==> config.mk <==
export PLATFORM = sky130hd
export DESIGN_NAME = mac_table_arbiter_flat
export DESIGN_NICKNAME = d
export VERILOG_FILES = /design/src/rtl/mac_table_arbiter_if.sv /design/src/rtl/mac_table_arbiter.sv /design/src/flat_wrapper.sv
export SDC_FILE = /design/constraint.sdc
export NUM_CORES = 1
export LEC_CHECK = 0
export ABC_AREA = 1
export BUFFER_PORTS_ARGS = -buffer_cell sky130_fd_sc_hd__buf_2
export CORE_ASPECT_RATIO = 1.75
export CORE_MARGIN = 5
export CORE_UTILIZATION = 46
export CTS_CLUSTER_SIZE = 24
export DETAILED_ROUTE_END_ITERATION = 6
export HOLD_SLACK_MARGIN = 0.12
export PLACE_DENSITY = 0.91
export SETUP_SLACK_MARGIN = 0.05
export SYNTH_ARGS = -nofsm -noshare
export SYNTH_HDL_FRONTEND = slang
export SYNTH_SLANG_ARGS = --single-unit
==> constraint.sdc <==
create_clock -name iclk -period 2.3 [get_ports iclk]
set_clock_uncertainty 0.15 [all_clocks]
set_input_delay 0.46 -clock iclk [delete_from_list [all_inputs] [get_ports iclk]]
set_output_delay 0.46 -clock iclk [all_outputs]
set_load 0.005 [all_outputs]
==> src/rtl/mac_table_arbiter_if.sv <==
// Request, MAC_table access and response bundle around mac_table_arbiter.
// The arbiter takes the slave modport; ingress parsers plus MAC_table form the master side.
interface mac_table_arbiter_if #(
  parameter int pPORT_NUM = 4,
  parameter int pSLOTS    = 1024
);
  localparam int SW = $clog2(pSLOTS);
  localparam int PW = $clog2(pPORT_NUM);

  logic [pPORT_NUM-1:0]    i_req_valid;
  logic [pPORT_NUM-1:0]    o_req_ready;
  logic [pPORT_NUM*SW-1:0] i_req_sa;
  logic [pPORT_NUM*SW-1:0] i_req_da;
  logic                    o_tbl_we;
  logic [PW-1:0]           o_tbl_port_num;
  logic [SW-1:0]           o_tbl_mac_sa;
  logic [SW-1:0]           o_tbl_mac_da;
  logic [PW-1:0]           i_tbl_port_num;
  logic [pPORT_NUM-1:0]    o_rsp_valid;
  logic [PW-1:0]           o_rsp_port;
  logic                    o_rsp_flood;

  modport slave (
    input  i_req_valid, i_req_sa, i_req_da, i_tbl_port_num,
    output o_req_ready, o_tbl_we, o_tbl_port_num, o_tbl_mac_sa, o_tbl_mac_da,
           o_rsp_valid, o_rsp_port, o_rsp_flood
  );

  modport master (
    output i_req_valid, i_req_sa, i_req_da, i_tbl_port_num,
    input  o_req_ready, o_tbl_we, o_tbl_port_num, o_tbl_mac_sa, o_tbl_mac_da,
           o_rsp_valid, o_rsp_port, o_rsp_flood
  );
endinterface

==> src/rtl/mac_table_arbiter.sv <==
// Round-robin arbiter sharing one MAC_table learn/lookup slot among pPORT_NUM ingress ports.
// Optional MAC_ARB_BCAST_FLOOD_EN: lookups of slot pSLOTS-1 answer as flood instead of table data.
module mac_table_arbiter #(
  parameter int pPORT_NUM = 4,
  parameter int pSLOTS    = 1024
) (
  input logic                iclk,
  input logic                i_rst_n,
  mac_table_arbiter_if.slave bus
);
  localparam int SW = $clog2(pSLOTS);
  localparam int PW = $clog2(pPORT_NUM);

  typedef enum logic [1:0] {IDLE, ISSUE, WAIT, RESP} state_t;

  state_t               state_reg, state_next;
  logic [PW-1:0]        ptr_reg, ptr_next;
  logic [PW-1:0]        port_reg;
  logic [SW-1:0]        sa_reg;
  logic [SW-1:0]        da_reg;
  logic [PW-1:0]        rsp_port_reg;
  logic [pPORT_NUM-1:0] grant;
  logic [pPORT_NUM-1:0] rsp_vec;
  logic                 found;
  logic [PW-1:0]        win;

  logic [SW-1:0]        sa_arr   [pPORT_NUM];
  logic [SW-1:0]        da_arr   [pPORT_NUM];
  logic [PW-1:0]        cand_idx [pPORT_NUM];
  logic [pPORT_NUM-1:0] cand_valid;

  // Candidate gi is the port gi positions after the RR pointer, wrapping at pPORT_NUM.
  for (genvar gi = 0; gi < pPORT_NUM; gi++) begin : g_port
    logic [PW:0] sum;
    assign sa_arr[gi]     = bus.i_req_sa[gi*SW +: SW];
    assign da_arr[gi]     = bus.i_req_da[gi*SW +: SW];
    assign sum            = {1'b0, ptr_reg} + (PW+1)'(gi);
    assign cand_idx[gi]   = (sum >= (PW+1)'(pPORT_NUM)) ? PW'(sum - (PW+1)'(pPORT_NUM))
                                                          : PW'(sum);
    assign cand_valid[gi] = bus.i_req_valid[cand_idx[gi]];
  end

  // Scan from the far end so the candidate closest to the pointer overrides the rest.
  always_comb begin
    found = 1'b0;
    win   = '0;
    for (int i = pPORT_NUM - 1; i >= 0; i--) begin
      if (cand_valid[i]) begin
        found = 1'b1;
        win   = cand_idx[i];
      end
    end
  end

  always_ff @(posedge iclk or negedge i_rst_n) begin
    if (!i_rst_n) begin
      state_reg <= IDLE;
      ptr_reg   <= '0;
    end else begin
      state_reg <= state_next;
      ptr_reg   <= ptr_next;
    end
  end

  always_comb begin
    state_next = state_reg;
    ptr_next   = ptr_reg;
    grant      = '0;
    unique case (state_reg)
      IDLE: begin
        if (found) begin
          grant[win] = 1'b1;
          state_next = ISSUE;
        end
      end
      ISSUE: begin
        ptr_next   = (port_reg == PW'(pPORT_NUM - 1)) ? '0 : port_reg + PW'(1);
        state_next = WAIT;
      end
      WAIT:    state_next = RESP;
      RESP:    state_next = IDLE;
      default: state_next = IDLE;
    endcase
  end

  always_comb begin
    rsp_vec = '0;
    if (state_reg == RESP) rsp_vec[port_reg] = 1'b1;
  end

`ifdef MAC_ARB_BCAST_FLOOD_EN
  localparam logic [SW-1:0] BCAST_SLOT = SW'(pSLOTS - 1);
  logic rsp_flood_reg;
`endif

  always_ff @(posedge iclk or negedge i_rst_n) begin
    if (!i_rst_n) begin
      port_reg      <= '0;
      sa_reg        <= '0;
      da_reg        <= '0;
      rsp_port_reg  <= '0;
`ifdef MAC_ARB_BCAST_FLOOD_EN
      rsp_flood_reg <= 1'b0;
`endif
    end else begin
      if (state_reg == IDLE && found) begin
        port_reg <= win;
        sa_reg   <= sa_arr[win];
        da_reg   <= da_arr[win];
      end
      // Table read data registered on the ISSUE edge is valid during WAIT.
      if (state_reg == WAIT) begin
`ifdef MAC_ARB_BCAST_FLOOD_EN
        if (da_reg == BCAST_SLOT) begin
          rsp_port_reg  <= '0;
          rsp_flood_reg <= 1'b1;
        end else begin
          rsp_port_reg  <= bus.i_tbl_port_num;
          rsp_flood_reg <= 1'b0;
        end
`else
        rsp_port_reg <= bus.i_tbl_port_num;
`endif
      end
    end
  end

  // Ready is combinational in IDLE, so it is also gated while reset is held.
  assign bus.o_req_ready    = grant & {pPORT_NUM{i_rst_n}};
  assign bus.o_tbl_we       = (state_reg == ISSUE);
  assign bus.o_tbl_port_num = port_reg;
  assign bus.o_tbl_mac_sa   = sa_reg;
  assign bus.o_tbl_mac_da   = da_reg;
  assign bus.o_rsp_valid    = rsp_vec;
  assign bus.o_rsp_port     = rsp_port_reg;
`ifdef MAC_ARB_BCAST_FLOOD_EN
  assign bus.o_rsp_flood    = rsp_flood_reg;
`else
  assign bus.o_rsp_flood    = 1'b0;
`endif

endmodule

==> src/flat_wrapper.sv <==
// flat-port wrapper written by rule: the top's interface ports become plain ports
module mac_table_arbiter_flat 
#(
  parameter int pPORT_NUM = 4,
  parameter int pSLOTS    = 1024
)
  (iclk, i_rst_n, bus_i_req_valid, bus_i_req_sa, bus_i_req_da, bus_i_tbl_port_num, bus_o_req_ready, bus_o_tbl_we, bus_o_tbl_port_num, bus_o_tbl_mac_sa, bus_o_tbl_mac_da, bus_o_rsp_valid, bus_o_rsp_port, bus_o_rsp_flood);
  mac_table_arbiter_if #(.pPORT_NUM(pPORT_NUM), .pSLOTS(pSLOTS)) bus_i ();
  input logic iclk;
  input logic i_rst_n;
  input wire logic [$bits(bus_i.i_req_valid)-1:0] bus_i_req_valid;
  input wire logic [$bits(bus_i.i_req_sa)-1:0] bus_i_req_sa;
  input wire logic [$bits(bus_i.i_req_da)-1:0] bus_i_req_da;
  input wire logic [$bits(bus_i.i_tbl_port_num)-1:0] bus_i_tbl_port_num;
  output wire logic [$bits(bus_i.o_req_ready)-1:0] bus_o_req_ready;
  output wire logic [$bits(bus_i.o_tbl_we)-1:0] bus_o_tbl_we;
  output wire logic [$bits(bus_i.o_tbl_port_num)-1:0] bus_o_tbl_port_num;
  output wire logic [$bits(bus_i.o_tbl_mac_sa)-1:0] bus_o_tbl_mac_sa;
  output wire logic [$bits(bus_i.o_tbl_mac_da)-1:0] bus_o_tbl_mac_da;
  output wire logic [$bits(bus_i.o_rsp_valid)-1:0] bus_o_rsp_valid;
  output wire logic [$bits(bus_i.o_rsp_port)-1:0] bus_o_rsp_port;
  output wire logic [$bits(bus_i.o_rsp_flood)-1:0] bus_o_rsp_flood;
  assign bus_i.i_req_valid = bus_i_req_valid;
  assign bus_i.i_req_sa = bus_i_req_sa;
  assign bus_i.i_req_da = bus_i_req_da;
  assign bus_i.i_tbl_port_num = bus_i_tbl_port_num;
  assign bus_o_req_ready = bus_i.o_req_ready;
  assign bus_o_tbl_we = bus_i.o_tbl_we;
  assign bus_o_tbl_port_num = bus_i.o_tbl_port_num;
  assign bus_o_tbl_mac_sa = bus_i.o_tbl_mac_sa;
  assign bus_o_tbl_mac_da = bus_i.o_tbl_mac_da;
  assign bus_o_rsp_valid = bus_i.o_rsp_valid;
  assign bus_o_rsp_port = bus_i.o_rsp_port;
  assign bus_o_rsp_flood = bus_i.o_rsp_flood;
  mac_table_arbiter #(.pPORT_NUM(pPORT_NUM), .pSLOTS(pSLOTS)) u_core (.iclk(iclk), .i_rst_n(i_rst_n), .bus(bus_i));
endmodule
# Word level (Yosys, flattened, before mapping)
# Index checks and enable logic that the tools add are counted.
# totals
reg_bits	28
in_bits	88
out_inout_bits	34
elab_cells	74
# classes
addsub	8
n_lt_le_gt_ge	13
eq_ne	5
muxes	36
bitwise	2
reduce_logical	4
# op_table
op	n
binary-select mux 10 bit (select 2 bit)	2
2-to-1 mux 10 bit	4
2-to-1 mux 2 bit	10
less-than comparator 2 x 3 -> 1 bit, second input constant	6
greater-or-equal comparator 3 bit, second input constant	4
2-to-1 mux 4 bit	3
2-to-1 mux 1 bit	10
binary-select mux 1 bit (select 2 bit)	4
case mux 2 bit (4 select lines)	1
subtractor 2 x 1 -> 2 bit, second input constant	4
adder 2 x 2 -> 3 bit, second input constant	2
equality test 2 bit, second input constant	3
AND 4 bit	1
demux 1 bit (select 2 bit)	2
greater-or-equal comparator 2 x 1 -> 1 bit, second input constant	2
adder 2 x 1 -> 3 bit, second input constant	1
greater-or-equal comparator 2 x 3 -> 1 bit, second input constant	1
logical AND 1 bit	3
NOT 2 -> 3 bit	1
adder 2 x 1 -> 2 bit, second input constant	1
equality test 2 x 1 -> 1 bit, second input constant	1
zero test 2 bit	1
!= test 2 x 1 -> 1 bit, second input constant	1

# Longest topological paths before layout
# depth
depth_word	16
ltp_mapped	15
ltp_nobuf	13

# Worst setup path before layout
# OpenSTA, ideal clock, no wires.
# synth_timing
path_type	input-to-output
startpoint	input bus_i_req_valid[3]
endpoint	output bus_o_req_ready[0]
t_arrival_ns	1.606
required_ns	1.690
slack_ns	0.084
stages	11
path_buffers	1
path_cell_list	inv_1 o21ai_0 nand2_1 nand3_2 nand2_2 nand2_4 nand2_4 buf_6 nor2_2 nand2_1 nor2_1
# synth_between
elab_chain_cells	13
elab_cells_between_ends	24
cone_classes	order compare: 2; mux: 20; bitwise: 1; reduce/logical: 1
# synth_rtl
element	line_no	source
start: declaration	flat_wrapper.sv:11	input wire logic [$bits(bus_i.i_req_valid)-1:0] bus_i_req_valid;
binary-select mux 1 bit (select 2 bit)	mac_table_arbiter.sv:40	assign cand_valid[gi] = bus.i_req_valid[cand_idx[gi]];
2-to-1 mux 1 bit (implied by the code)	mac_table_arbiter.sv:40	
2-to-1 mux 2 bit (4 in series)	mac_table_arbiter.sv:48	if (cand_valid[i]) begin
less-than comparator 2 x 3 -> 1 bit (implied by the code) / greater-or-equal comparator 2 x 1 -> 1 bit (equally long branches)	mac_table_arbiter.sv:72	grant[win] = 1'b1;
logical AND 1 bit (implied by the code)	mac_table_arbiter.sv:72	
2-to-1 mux 1 bit (implied by the code)	mac_table_arbiter.sv:72	
demux 1 bit (select 2 bit)	n/a	
2-to-1 mux 4 bit (*)	mac_table_arbiter.sv:71	if (found) begin
2-to-1 mux 4 bit (*)	mac_table_arbiter.sv:69	unique case (state_reg)
AND 4 bit (*)	mac_table_arbiter.sv:129	assign bus.o_req_ready = grant & {pPORT_NUM{i_rst_n}};
end: declaration	flat_wrapper.sv:15	output wire logic [$bits(bus_i.o_req_ready)-1:0] bus_o_req_ready;
# Every way passes the cells marked *; elsewhere a longest branch is shown, timed or not. The select of a mux whose other input is x is not followed.

# Final worst setup path
# layout_timing
startpoint	register u_core.ptr_reg[0]
endpoint	output bus_o_req_ready[2]
# layout_between
elab_chain_cells	16
elab_cells_between_ends	39
cone_classes	add/sub: 7; order compare: 6; mux: 24; bitwise: 1; reduce/logical: 1
# layout_rtl
element	line_no	source
start: declaration	mac_table_arbiter.sv:17	logic [PW-1:0] ptr_reg, ptr_next;
start signal: assignment	mac_table_arbiter.sv:61	ptr_reg <= ptr_next;
adder 2 x 2 -> 3 bit	mac_table_arbiter.sv:37	assign sum = {1'b0, ptr_reg} + (PW+1)'(gi);
greater-or-equal comparator 3 bit / subtractor 2 x 1 -> 2 bit (equally long branches)	mac_table_arbiter.sv:38	assign cand_idx[gi] = (sum >= (PW+1)'(pPORT_NUM)) ? PW'(sum - (PW+1)'(pPORT_NUM))
2-to-1 mux 2 bit	mac_table_arbiter.sv:38	
binary-select mux 1 bit (select 2 bit)	mac_table_arbiter.sv:40	
2-to-1 mux 1 bit (implied by the code)	mac_table_arbiter.sv:40	
2-to-1 mux 2 bit (4 in series)	mac_table_arbiter.sv:48	
less-than comparator 2 x 3 -> 1 bit (implied by the code) / greater-or-equal comparator 2 x 1 -> 1 bit (equally long branches)	mac_table_arbiter.sv:72	
logical AND 1 bit (implied by the code)	mac_table_arbiter.sv:72	
2-to-1 mux 1 bit (implied by the code)	mac_table_arbiter.sv:72	
demux 1 bit (select 2 bit)	n/a	
2-to-1 mux 4 bit (*)	mac_table_arbiter.sv:71	
2-to-1 mux 4 bit (*)	mac_table_arbiter.sv:69	
AND 4 bit (*)	mac_table_arbiter.sv:129	
# Marked as above.

==> impl_metrics.prom <==
# TYPE chip_impl_metric gauge
chip_impl_info{name="cts_tree",value="yes"} 1
chip_impl_metric{name="dieWidth",unit="um"} 64.0
chip_impl_metric{name="route.vias.total",unit=""} 2856
chip_impl_info{name="setup.worst_path.end",value="bus_o_req_ready[2]"} 1
chip_impl_metric{name="final_hold_viol_count",unit=""} 0
chip_impl_metric{name="final.period_utilization",unit="%"} 110
chip_impl_metric{name="floorplan.io_pins",unit=""} 122
chip_impl_metric{name="seq_area",unit="sq um"} 703
chip_impl_metric{name="flow.area_growth_from_synthesis",unit="%"} 42.4
chip_impl_metric{name="pwr_density",unit="nW/um^2"} 1460
chip_impl_metric{name="dp_hpwl",unit="mm"} 5.79
chip_impl_metric{name="grt_start_max_net_pins",unit=""} 37
chip_impl_metric{name="drcViolationCount",unit=""} 0
chip_impl_metric{name="globalRouteOverflowTotal",unit=""} 0
chip_impl_metric{name="finalWorstPathRequiredPeriod",unit="ps"} 2520
chip_impl_metric{name="reg2regPathDepth",unit=""} 14
chip_impl_metric{name="num_rows",unit=""} 34
chip_impl_info{name="synthDominantAreaCellType",value="sky130_fd_sc_hd__dfrtp_1"} 1
chip_impl_metric{name="worst-path-max-fanout",unit=""} 7
chip_impl_metric{name="fp.dieArea",unit="sq um"} 6700
chip_impl_info{name="r2r_start",value="u_core.ptr_reg[1]"} 1
chip_impl_info{name="worst_setup_path_end_kind",value="primary output"} 1
chip_impl_info{name="failing_checks",value="setup timing"} 1
chip_impl_metric{name="layout.filler_cells",unit=""} 417
chip_impl_metric{name="route.detailed.vias_per_inst",unit=""} 5.05
chip_impl_info{name="timing.setup.critical_path_class",value="reg2out"} 1
chip_impl_metric{name="cp.arrival",unit="ps"} 1910
chip_impl_metric{name="insertedDiodeCount",unit=""} 0
chip_impl_metric{name="dieHeight",unit="um"} 105
chip_impl_metric{name="post_route_cells_drive_above_1_share",unit="%"} 36.4
chip_impl_metric{name="post_synth_instance_area",unit="sq um"} 2350
chip_impl_metric{name="synth-seq-cells",unit=""} 28
chip_impl_metric{name="first_pass_grt_wire_length",unit="mm"} 12.1
chip_impl_metric{name="drv.max_cap_violation_count",unit=""} 0
chip_impl_metric{name="route.antenna.remaining_nets",unit=""} 0
chip_impl_metric{name="tritoncts.num_buffers",unit=""} 3
chip_impl_metric{name="start_util",unit="%"} 47.2
chip_impl_metric{name="h-tree-depth",unit=""} 1
chip_impl_metric{name="leakagePower",unit="nW"} 2.12
chip_impl_metric{name="io_buffers",unit=""} 120
chip_impl_metric{name="slew_viol_final",unit=""} 0
chip_impl_metric{name="final_critical_path_setup_slack",unit="ps"} -220
chip_impl_metric{name="avgSynthCellArea",unit="sq um"} 6.24
chip_impl_metric{name="ir_drop",unit="mV"} 1.26
chip_impl_metric{name="globalplace.congestion",unit=""} 0.970
chip_impl_info{name="worst_hold_path_type",value="in2reg"} 1
chip_impl_metric{name="ff2ff_setup_slack",unit="ps"} 0
chip_impl_metric{name="worstPathRequired",unit="ps"} 1690
chip_impl_metric{name="cts_clk_pin_slew_worst_paths",unit="ps"} 100
chip_impl_metric{name="synthDominantCellAreaShare",unit="%"} 29.8
chip_impl_info{name="grt_setup_unrepaired",value="yes"} 1
chip_impl_metric{name="clock.fmax",unit="GHz"} 0.397
chip_impl_metric{name="clock_insertion_delay_worst_skew",unit="ps"} 280
chip_impl_metric{name="grtUsageTotal",unit="%"} 21.9
chip_impl_metric{name="first_iter_violations",unit=""} 145
chip_impl_info{name="cp-startpoint",value="u_core.ptr_reg[0]"} 1
chip_impl_metric{name="multi_input_area",unit="sq um"} 1310
chip_impl_metric{name="design_power_total",unit="mW"} 4.88
chip_impl_metric{name="design.core.area",unit="sq um"} 4980
chip_impl_metric{name="routed_wire_length_per_instance",unit="um"} 14.1
chip_impl_metric{name="post_layout_nonfiller_instances",unit=""} 565
chip_impl_info{name="crit_start_category",value="flop"} 1
chip_impl_info{name="regToRegEndpoint",value="u_core.bus.o_tbl_mac_sa[1]"} 1
chip_impl_info{name="synthTopCellsByArea",value="sky130_fd_sc_hd__dfrtp_1 (30%), sky130_fd_sc_hd__nand2_1 (21%), sky130_fd_sc_hd__inv_1 (14%), sky130_fd_sc_hd__nand3_1 (13%), sky130_fd_sc_hd__ha_1 (4.8%)"} 1
chip_impl_metric{name="synth_nets",unit=""} 474
chip_impl_metric{name="detailedRoute.firstPassIterationCount",unit=""} 5
chip_impl_metric{name="antenna_found_initial",unit=""} 0
chip_impl_metric{name="synthCells",unit=""} 377
chip_impl_metric{name="clock_path_buffers",unit=""} 2
chip_impl_metric{name="synth_sequential_area_ratio",unit="%"} 29.8
chip_impl_info{name="clock_tree.root_cell",value="sky130_fd_sc_hd__clkbuf_8"} 1
chip_impl_metric{name="setup-violations-final",unit=""} 5
chip_impl_metric{name="wl",unit="mm"} 7.95
chip_impl_metric{name="nNetsFinal",unit=""} 609
chip_impl_metric{name="cts_sinks",unit=""} 28
chip_impl_metric{name="grt_pass1_vias",unit=""} 2803
chip_impl_metric{name="synth.lib_cells_used.distinct",unit=""} 25
chip_impl_metric{name="yosys_warnings",unit=""} 0
chip_impl_metric{name="place.detailed.instances",unit=""} 550
chip_impl_info{name="status",value="finished, violations left"} 1
## kinds of logic after synthesis
logic type	synth area share (%)
compound gates	6.12
buf+inv	18.9
flops	29.8
simple gates	39.3
fa+ha+maj	4.79
mux	0.958
other cells	0.160
## worst min-delay path by stage
stage                                startpoint                         end  slack, ps  cells past startpoint
after floorplan                         i_rst_n    u_core.bus.o_rsp_port[0]         10                      0
after global placement                  i_rst_n  u_core.bus.o_tbl_mac_sa[7]        300                      2
after detailed placement                i_rst_n  u_core.bus.o_tbl_mac_sa[7]        300                      2
after CTS                 bus_i_tbl_port_num[1]    u_core.bus.o_rsp_port[1]        260                      2
after global routing      bus_i_tbl_port_num[1]    u_core.bus.o_rsp_port[1]        260                      2
final                     bus_i_tbl_port_num[1]    u_core.bus.o_rsp_port[1]        260                      2
## through the flow
step | TNS [ps] | worst slack, ps | utilization (%) | area, sq um | hold slack (ps)
3_5_place_dp | -117 | -59.7 | 60.7 | 3020 | 304
2_1_floorplan | 0 | 84.3 | - | 2350 | 14.4
5_1_grt | -3030 | -332 | 67.3 | 3350 | 260
3_3_place_gp | 0 | 19.8 | 60.7 | 3020 | 298
6_report | -803 | -220 | 67.3 | 3350 | 258
4_1_cts | -523 | -136 | 63.7 | 3170 | 255
## repair_timing
action / CTS / global route
cloned: 1 / 2
endpoints found under the hold margin: 28 / 0
pin swaps: 6 / 10
endpoints found under the setup margin: 4 / 24
hold buffers: 1 / 0
buffers inserted: 4 / 4
resized for setup: 12 / 28
## cells in the mapped netlist
cell,instances
sky130_fd_sc_hd__o211ai_1,11
sky130_fd_sc_hd__inv_2,3
sky130_fd_sc_hd__nand2_1,131
sky130_fd_sc_hd__buf_4,3
sky130_fd_sc_hd__o21ai_0,5
sky130_fd_sc_hd__clkbuf_1,2
sky130_fd_sc_hd__nand3_1,63
sky130_fd_sc_hd__clkinv_1,1
sky130_fd_sc_hd__o21ai_1,3
sky130_fd_sc_hd__a21oi_1,3
sky130_fd_sc_hd__inv_1,85
sky130_fd_sc_hd__dfrtp_1,28
sky130_fd_sc_hd__buf_2,7
sky130_fd_sc_hd__o22ai_1,1
sky130_fd_sc_hd__nand2_4,2
sky130_fd_sc_hd__nor2_2,1
sky130_fd_sc_hd__nand3_2,1
sky130_fd_sc_hd__nor4_2,2
sky130_fd_sc_hd__ha_1,9
sky130_fd_sc_hd__nor2_1,6
sky130_fd_sc_hd__conb_1,1
sky130_fd_sc_hd__buf_6,4
sky130_fd_sc_hd__nand3_4,1
sky130_fd_sc_hd__nand2_2,2
sky130_fd_sc_hd__mux2_2,2
## metal layers
layer | track usage (%) | vias to the layer above | share of wire (%)
met5 | 0 | - | 0
met4 | 9.36 | 0 | 2.7
met3 | 2.26 | 16 | 5.8
met2 | 41.2 | 127 | 58
met1 | 23.7 | 1308 | 34
li1 | - | 1405 | -
## layout by cell type, fill, tap and decap left out, types with 3 or more instances in the layout
| cell type | n |
|---|---|
| sky130_fd_sc_hd__o211ai_1 | 11 |
| sky130_fd_sc_hd__buf_2 | 120 |
| sky130_fd_sc_hd__a21oi_1 | 3 |
| sky130_fd_sc_hd__buf_6 | 3 |
| sky130_fd_sc_hd__nand3_1 | 61 |
| sky130_fd_sc_hd__inv_1 | 83 |
| sky130_fd_sc_hd__nand2_1 | 120 |
| sky130_fd_sc_hd__clkbuf_8 | 3 |
| sky130_fd_sc_hd__dfrtp_1 | 26 |
| sky130_fd_sc_hd__nor2_1 | 4 |
| sky130_fd_sc_hd__nand2_2 | 11 |
| sky130_fd_sc_hd__nand2_4 | 4 |
| sky130_fd_sc_hd__buf_4 | 19 |
| sky130_fd_sc_hd__ha_1 | 9 |
| sky130_fd_sc_hd__inv_2 | 4 |
| sky130_fd_sc_hd__o21ai_0 | 4 |
## layout make-up
class                      count  area share (%)
sequential                    28            21.0
clock inverter                 1           0.897
timing repair buffer         146            25.6
inverter                      89            10.2
clock buffer                   3            1.23
multi-input combinational    244            39.0
tap                           54            2.02
## critical path, stage by stage (launching register included)
cell and delay, ps:
sky130_fd_sc_hd__dfrtp_2 480, sky130_fd_sc_hd__buf_6 170, sky130_fd_sc_hd__o21ai_4 140, sky130_fd_sc_hd__nand2_2 100, sky130_fd_sc_hd__nand3_4 110, sky130_fd_sc_hd__nand2_4 60
sky130_fd_sc_hd__nand2_4 60, sky130_fd_sc_hd__nand2_4 80, sky130_fd_sc_hd__nor2_4 120, sky130_fd_sc_hd__nand2_2 80, sky130_fd_sc_hd__nor2_2 120, sky130_fd_sc_hd__buf_2 120
## power by group
part / leakage [nW] / switching, mW / internal, mW
sequential: 0.338 / 0.187 / 0.757
combinational: 1.75 / 2.07 / 1.48
clock: 0.0357 / 0.160 / 0.233
Power figures use the tool's default switching activity.
